## config.mk

```make
export PLATFORM = sky130hd
export DESIGN_NAME = mem_master_flat
export DESIGN_NICKNAME = d
export VERILOG_FILES = /design/src/rtl/stack_arch_pkg.sv /design/src/rtl/mem_master_if.sv /design/src/rtl/mem_master.sv /design/src/flat_wrapper.sv
export SDC_FILE = /design/constraint.sdc
export NUM_CORES = 1
export LEC_CHECK = 0
export CORE_AREA = 3 3 91 93
export DETAILED_ROUTE_END_ITERATION = 10
export DIE_AREA = 0 0 94 96
export GPL_TIMING_DRIVEN = 1
export PLACE_DENSITY = 0.84
export SKIP_LAST_GASP = 1
export SLEW_MARGIN = 20
export SYNTH_ARGS = -nofsm -noshare
export SYNTH_HDL_FRONTEND = slang
export SYNTH_SLANG_ARGS = --single-unit
export TNS_END_PERCENT = 5
```

## constraint.sdc

```tcl
create_clock -name clk -period 3.3 [get_ports clk]
set_input_delay 0.66 -clock clk [delete_from_list [all_inputs] [get_ports clk]]
set_output_delay 0.66 -clock clk [all_outputs]
set_load 0.01 [all_outputs]
```

## src/rtl/stack_arch_pkg.sv

```systemverilog
// Purpose : shared architectural constants and memory-initiator FSM encoding
//           for the stack processor's memory port (also used by the fetch unit).
// Latency : n/a (types and constants only).
// Backpressure: n/a.
//
// Contents:
//   AWIDTH_DEF / DWIDTH_DEF - default address and data widths of the memory port
//   mem_state_e             - 2-bit initiator state encoding (IDLE/SETUP/STROBE/HOLD)
//   wait_cnt_width()        - width of a counter that must hold 0..wait_cycles
package stack_arch_pkg;

    localparam int AWIDTH_DEF = 15;
    localparam int DWIDTH_DEF = 32;

    // The numeric values are shared with the fetch unit, so they are pinned
    // explicitly rather than left to enum auto-numbering.
    typedef enum logic [1:0] {
        MS_IDLE   = 2'd0,
        MS_SETUP  = 2'd1,
        MS_STROBE = 2'd2,
        MS_HOLD   = 2'd3
    } mem_state_e;

    // The strobe counter counts 0..wait_cycles, so it needs room for
    // wait_cycles itself, not just wait_cycles-1.
    function automatic int wait_cnt_width(input int wait_cycles);
        return $clog2(wait_cycles + 1);
    endfunction

endpackage

```

## src/rtl/mem_master_if.sv

```systemverilog
// Purpose : bundles the core-side request/response handshake and the
//           memory-side level-sensitive pins of the memory initiator.
// Latency : n/a (wiring only).
// Backpressure: req_valid/req_ready handshake; the response is a one-cycle pulse
//               with no ready, so the core must always accept rsp_valid.
//
// Signals:
//   req_valid/req_ready     - core request handshake
//   req_we/req_addr/req_wdata - request payload (1 = write)
//   rsp_valid/rsp_rdata     - completion pulse and read data
//   mem_addr/mem_wr/mem_rd/mem_wdata - to the memory's addr/wr/rd/data_in
//   mem_rdata               - from the memory's data_out (undefined when mem_rd=0)
//
// Modports: master = the initiator (mem_master); slave = core + memory side.
interface mem_master_if
    import stack_arch_pkg::*;
#(
    parameter int AWIDTH = AWIDTH_DEF,
    parameter int DWIDTH = DWIDTH_DEF
);

    logic              req_valid;
    logic              req_ready;
    logic              req_we;
    logic [AWIDTH-1:0] req_addr;
    logic [DWIDTH-1:0] req_wdata;

    logic              rsp_valid;
    logic [DWIDTH-1:0] rsp_rdata;

    logic [AWIDTH-1:0] mem_addr;
    logic              mem_wr;
    logic              mem_rd;
    logic [DWIDTH-1:0] mem_wdata;
    logic [DWIDTH-1:0] mem_rdata;

    modport master (
        input  req_valid,
        input  req_we,
        input  req_addr,
        input  req_wdata,
        input  mem_rdata,
        output req_ready,
        output rsp_valid,
        output rsp_rdata,
        output mem_addr,
        output mem_wr,
        output mem_rd,
        output mem_wdata
    );

    modport slave (
        output req_valid,
        output req_we,
        output req_addr,
        output req_wdata,
        output mem_rdata,
        input  req_ready,
        input  rsp_valid,
        input  rsp_rdata,
        input  mem_addr,
        input  mem_wr,
        input  mem_rd,
        input  mem_wdata
    );

endinterface

```

## src/rtl/mem_master.sv

```systemverilog
// Purpose : single-word memory initiator; drives the memory's level-sensitive
//           pins with a setup -> strobe -> hold sequence.
// Latency : accept edge -> SETUP (1) -> STROBE (WAIT_CYCLES) -> HOLD/rsp_valid,
//           i.e. rsp_valid in cycle WAIT_CYCLES+2, req_ready again in WAIT_CYCLES+3.
// Backpressure: req_ready only in IDLE (and not in reset); one request in flight,
//               requester holds req_* until accepted. rsp_valid cannot be stalled.
//
// Ports:
//   clk  - single rising-edge clock
//   rst  - synchronous active-high reset; aborts any in-flight access silently
//   bus  - mem_master_if.master: req_*/rsp_* toward the core, mem_* toward memory
//
// All mem_* outputs and rsp_* are flops; nothing on the memory side is
// combinationally reachable from req_*. Address and write data are frozen from
// the acceptance edge until the next acceptance, so they bracket the strobe by a
// full cycle on each side.
module mem_master
    import stack_arch_pkg::*;
#(
    parameter int AWIDTH      = AWIDTH_DEF,
    parameter int DWIDTH      = DWIDTH_DEF,
    parameter int WAIT_CYCLES = 1
) (
    input  logic          clk,
    input  logic          rst,
    mem_master_if.master  bus
);

    if (WAIT_CYCLES < 1) begin : g_bad_wait_cycles
        $error("mem_master: WAIT_CYCLES must be >= 1");
    end

    localparam int              CW       = wait_cnt_width(WAIT_CYCLES);
    localparam logic [CW-1:0]   CNT_LAST = CW'(WAIT_CYCLES - 1);

    // ------------------------------------------------------------------
    // State
    // ------------------------------------------------------------------
    mem_state_e        state_q, state_d;
    logic [CW-1:0]     cnt_q, cnt_d;

    // Request captured at acceptance; these feed mem_addr/mem_wdata directly.
    logic              we_q, we_d;
    logic [AWIDTH-1:0] addr_q, addr_d;
    logic [DWIDTH-1:0] wdata_q, wdata_d;

    logic              mem_wr_q, mem_wr_d;
    logic              mem_rd_q, mem_rd_d;
    logic              rsp_valid_q, rsp_valid_d;
    logic [DWIDTH-1:0] rsp_rdata_q, rsp_rdata_d;

    logic              req_ready;
    logic              accept;
    logic              strobe_last;

    // ------------------------------------------------------------------
    // Handshake
    // ------------------------------------------------------------------
    // rst is folded in combinationally so the core never sees ready during
    // a reset cycle, even though the state register already reads IDLE.
    assign req_ready = (state_q == MS_IDLE) && !rst;
    assign accept    = bus.req_valid && req_ready;

    // Final STROBE cycle: the memory has had WAIT_CYCLES cycles of rd/wr.
    assign strobe_last = (state_q == MS_STROBE) && (cnt_q == CNT_LAST);

    // ------------------------------------------------------------------
    // Next state / datapath
    // ------------------------------------------------------------------
    always_comb begin
        state_d     = state_q;
        cnt_d       = cnt_q;
        we_d        = we_q;
        addr_d      = addr_q;
        wdata_d     = wdata_q;
        rsp_rdata_d = rsp_rdata_q;

        unique case (state_q)
            MS_IDLE: begin
                if (accept) begin
                    state_d = MS_SETUP;
                    cnt_d   = '0;
                    we_d    = bus.req_we;
                    addr_d  = bus.req_addr;
                    wdata_d = bus.req_wdata;
                end
            end

            MS_SETUP: begin
                state_d = MS_STROBE;
            end

            MS_STROBE: begin
                cnt_d = cnt_q + CW'(1);
                if (strobe_last) begin
                    state_d = MS_HOLD;
                    // mem_rdata is only trusted here, while rd has been high
                    // for the full wait; outside STROBE it may be Z/X.
                    if (!we_q) begin
                        rsp_rdata_d = bus.mem_rdata;
                    end
                end
            end

            MS_HOLD: begin
                state_d = MS_IDLE;
            end

            default: begin
                state_d = MS_IDLE;
            end
        endcase
    end

    // Output flops are loaded from the *next* state so that the registered
    // strobes line up exactly with the STROBE cycles (and rsp_valid with HOLD)
    // without any combinational decode on the outputs. we_q is already valid
    // whenever the next state is STROBE (we only get there via SETUP).
    always_comb begin
        mem_wr_d    = (state_d == MS_STROBE) &&  we_q;
        mem_rd_d    = (state_d == MS_STROBE) && !we_q;
        rsp_valid_d = (state_d == MS_HOLD);
    end

    // ------------------------------------------------------------------
    // Registers
    // ------------------------------------------------------------------
    always_ff @(posedge clk) begin
        if (rst) begin
            state_q     <= MS_IDLE;
            cnt_q       <= '0;
            we_q        <= 1'b0;
            addr_q      <= '0;
            wdata_q     <= '0;
            mem_wr_q    <= 1'b0;
            mem_rd_q    <= 1'b0;
            rsp_valid_q <= 1'b0;
            rsp_rdata_q <= '0;
        end else begin
            state_q     <= state_d;
            cnt_q       <= cnt_d;
            we_q        <= we_d;
            addr_q      <= addr_d;
            wdata_q     <= wdata_d;
            mem_wr_q    <= mem_wr_d;
            mem_rd_q    <= mem_rd_d;
            rsp_valid_q <= rsp_valid_d;
            rsp_rdata_q <= rsp_rdata_d;
        end
    end

    // ------------------------------------------------------------------
    // Outputs
    // ------------------------------------------------------------------
    assign bus.req_ready = req_ready;
    assign bus.rsp_valid = rsp_valid_q;
    assign bus.rsp_rdata = rsp_rdata_q;
    assign bus.mem_addr  = addr_q;
    assign bus.mem_wdata = wdata_q;
    assign bus.mem_wr    = mem_wr_q;
    assign bus.mem_rd    = mem_rd_q;

endmodule

```

## src/flat_wrapper.sv

```systemverilog
// flat-port wrapper written by rule: the top's interface ports become plain ports
module mem_master_flat import stack_arch_pkg::*;
#(
    parameter int AWIDTH      = AWIDTH_DEF,
    parameter int DWIDTH      = DWIDTH_DEF,
    parameter int WAIT_CYCLES = 1
)
  (clk, rst, bus_req_valid, bus_req_we, bus_req_addr, bus_req_wdata, bus_mem_rdata, bus_req_ready, bus_rsp_valid, bus_rsp_rdata, bus_mem_addr, bus_mem_wr, bus_mem_rd, bus_mem_wdata);
  mem_master_if #(.AWIDTH(AWIDTH), .DWIDTH(DWIDTH)) bus_i ();
  input  logic clk;
  input  logic rst;
  input wire logic [$bits(bus_i.req_valid)-1:0] bus_req_valid;
  input wire logic [$bits(bus_i.req_we)-1:0] bus_req_we;
  input wire logic [$bits(bus_i.req_addr)-1:0] bus_req_addr;
  input wire logic [$bits(bus_i.req_wdata)-1:0] bus_req_wdata;
  input wire logic [$bits(bus_i.mem_rdata)-1:0] bus_mem_rdata;
  output wire logic [$bits(bus_i.req_ready)-1:0] bus_req_ready;
  output wire logic [$bits(bus_i.rsp_valid)-1:0] bus_rsp_valid;
  output wire logic [$bits(bus_i.rsp_rdata)-1:0] bus_rsp_rdata;
  output wire logic [$bits(bus_i.mem_addr)-1:0] bus_mem_addr;
  output wire logic [$bits(bus_i.mem_wr)-1:0] bus_mem_wr;
  output wire logic [$bits(bus_i.mem_rd)-1:0] bus_mem_rd;
  output wire logic [$bits(bus_i.mem_wdata)-1:0] bus_mem_wdata;
  assign bus_i.req_valid = bus_req_valid;
  assign bus_i.req_we = bus_req_we;
  assign bus_i.req_addr = bus_req_addr;
  assign bus_i.req_wdata = bus_req_wdata;
  assign bus_i.mem_rdata = bus_mem_rdata;
  assign bus_req_ready = bus_i.req_ready;
  assign bus_rsp_valid = bus_i.rsp_valid;
  assign bus_rsp_rdata = bus_i.rsp_rdata;
  assign bus_mem_addr = bus_i.mem_addr;
  assign bus_mem_wr = bus_i.mem_wr;
  assign bus_mem_rd = bus_i.mem_rd;
  assign bus_mem_wdata = bus_i.mem_wdata;
  mem_master #(.AWIDTH(AWIDTH), .DWIDTH(DWIDTH), .WAIT_CYCLES(WAIT_CYCLES)) u_core (.clk(clk), .rst(rst), .bus(bus_i));
endmodule
```

==> impl_metrics.toml <==
[global_routing]
antenna_found_initial = 0
grt_usage_pct = 18.9
grt_max_degree = 65
grt.overflow.total = 0
grt_pass1_wl_mm = 13.5
grt_pass1_vias = 2927

[finish]
fillerInstances = 647
final_common_cell = "clkdlybuf4s50_1"
layout_common_cells = "164 x clkdlybuf4s50_1, 160 x nand2_1, 86 x dfxtp_1"
final_area_mm2 = 0.00502
utilization_pct = 66.0
diodes = 0
drive_above_1_share_pct = 4.31
nNetsFinal = 615
area_growth_pct = 58.4

[place]
dp_hpwl_mm = 6.23
dpl_cell_area_mm2 = 0.00483
pre_cts_slack_ns = 1.02
gp_congestion = 0.711
portBuffers = 165

[clocking]
cts_hold_buf = 0
htree_levels = 3
cts_resized = 0
clkLatencyLatePin_ns = 0.35
cts_tree = "done"
clock-sinks = 86
clkSlewWorstSetupHoldPaths_ns = 0.09
root_buffer = "clkbuf_8"
cts_buffers = 9
clockBufferDepth = 2
postCtsSetupBuffers = 0

[routing]
drtIter0Drc = 49
vias = 3008
drc = 0
drtPass1Iterations = 4
antenna_left = 0
viasPerCell = 4.73
wire_per_inst_um = 13.6
wl_mm = 8.66

[floorplan]
initial_core_util_pct = 41.6
die-area_mm2 = 0.00902
core_mm2 = 0.00761
pin_count = 166
die_width_um = 94
rows = 32
die_y_um = 96

[yosys]
synth_cell_types = 21
synth_nets = 462
syn_area_per_cell_um2 = 8.42
synth-seq-cells = 86
synthesis.area_mm2 = 0.00317
netlist_instances = 376
yosysSeqAreaShare_pct = 54.4
yosysWarnings = 0

[sta]
finalCritPeriodShare_pct = 72.5
rsz0062_at_grt = "false"
slew_headroom_pct = 30.8
fin_crit_ns = 2.39
setup_viol = 0
fin_ws_ns = 0.908
slew_viol_final = 0
hold_viol = 0
max_freq_mhz = 418
worst_pin_slew_ns = 1.04
final.setup.tns_ns = 0
fin_skew_ns = 0.00745

[worst_setup_path]
crit_arrival_ns = 1.73
critPathLaunchType = "flop"
end_kind = "output port"
crit_chain = "inv_1, ha_1, nor2b_1, clkdlybuf4s50_1"
critical_path_required_ns = 2.64
cp_num_buf_inv = 2
crit_fanout = 5
critPathTopFamily = "buffers and inverters"
crit_slowest_cell = "clkdlybuf4s50_1"
max_stage_delay_ns = 0.55
worstSetupPathType = "reg -> out"

[worst_hold_path]
hold_path.class = "reg -> reg"

[status]
outcome = "complete, no violations"

[power]
vdd_drop_max_mv = 0.324
power_density_mw_per_mm2 = 640
leakage_nw = 2.01

[flow_run]
cap_violations = 0
[stage by stage]
| step | instances | power (mW) | hold slack, ns |
|---|---|---|---|
| 3_3_place_gp | 620 | 2.52 | 0.441 |
| 4_1_cts | 636 | 3.26 | 0.458 |
| 3_5_place_dp | 620 | 2.55 | 0.446 |
| 5_1_grt | 636 | 3.42 | 0.491 |
| 2_1_floorplan | 376 | 1.96 | 0.462 |
| 6_report | 636 | 3.21 | 0.457 |
[sequential cells by signal, indices dropped and copies added, names as in the netlist]
signal and cells:
u_core.bus.mem_wdata 32, u_core.bus.rsp_rdata 32, u_core.state_q 2, u_core.bus.mem_wr 1, u_core.bus.mem_addr 15, u_core.cnt_q 1
u_core.bus.mem_rd 1, u_core.bus.rsp_valid 1, u_core.we_q 1
[power by group]
group / internal [mW] / total, mW / switching, mW
Clock: 0.289 / 0.689 / 0.400
Sequential: 1.26 / 1.37 / 0.118
Combinational: 0.601 / 1.15 / 0.547
[cell type report]
cell class | count | area (um^2) | share of cell area [%]
Sequential cell | 86 | 1720 | 34.3
Inverter | 3 | 11.3 | 0.224
Multi-Input combinational cell | 260 | 1290 | 25.8
Clock inverter | 7 | 61.3 | 1.22
Tap cell | 102 | 128 | 2.54
Clock buffer | 9 | 124 | 2.47
Timing Repair Buffer | 169 | 1680 | 33.4
[routing by layer]
layer	wire (um)	global-route usage [%]
met5	0	0
met4	128	8.06
met3	818	6.65
met2	4290	33.7
met1	3430	20.4
[path summary, 6_finish.rpt]
kind / endpoint / slack (ns) / depth (start not counted) / start
setup / recovery: bus_req_ready / 0.91 / 4 / u_core.state_q[0]
setup reg to reg: u_core.bus.rsp_rdata[4] / 1.36 / 5 / u_core.state_q[0]
hold reg to reg: u_core.bus.rsp_rdata[31] / 0.46 / 2 / u_core.bus.rsp_rdata[31]
hold / removal: u_core.bus.rsp_rdata[31] / 0.46 / 2 / u_core.bus.rsp_rdata[31]
[worst reg2reg max path, cell delays in order, from the launching register on]
cell,delay (ns)
dfxtp_1,0.33
inv_1,0.07
ha_1,0.26
or3b_1,0.87
nand2_1,0.16
a21oi_1,0.18
[synthesized netlist by cell type]
cell,n,area share [%]
nor2b_1,2,0.40
nor3b_1,1,0.24
o31ai_1,1,0.24
buf_2,12,1.9
mux2i_1,1,0.32
o211a_1,2,0.63
nand2_1,160,19
and3_1,1,0.20
ha_1,3,1.2
nand2b_1,2,0.40
nor3b_2,1,0.40
a21oi_1,34,5.4
buf_6,3,1.1
buf_4,2,0.47
nor3_1,1,0.16
dfxtp_1,86,54
or3b_1,1,0.28
and3b_1,1,0.28
clkbuf_1,10,1.2
nand3b_1,49,12
inv_1,3,0.36
[logic make-up after synthesis]
| kind of cell | after synthesis | share of synthesized area (%) |
|---|---|---|
| simple gates | 219 | 32.9 |
| fa+ha+maj | 3 | 1.19 |
| compound gates | 37 | 6.24 |
| flops | 86 | 54.4 |
| mux | 1 | 0.316 |
| buf+inv | 30 | 4.98 |
Note: power is estimated with default switching activity, not from simulation.
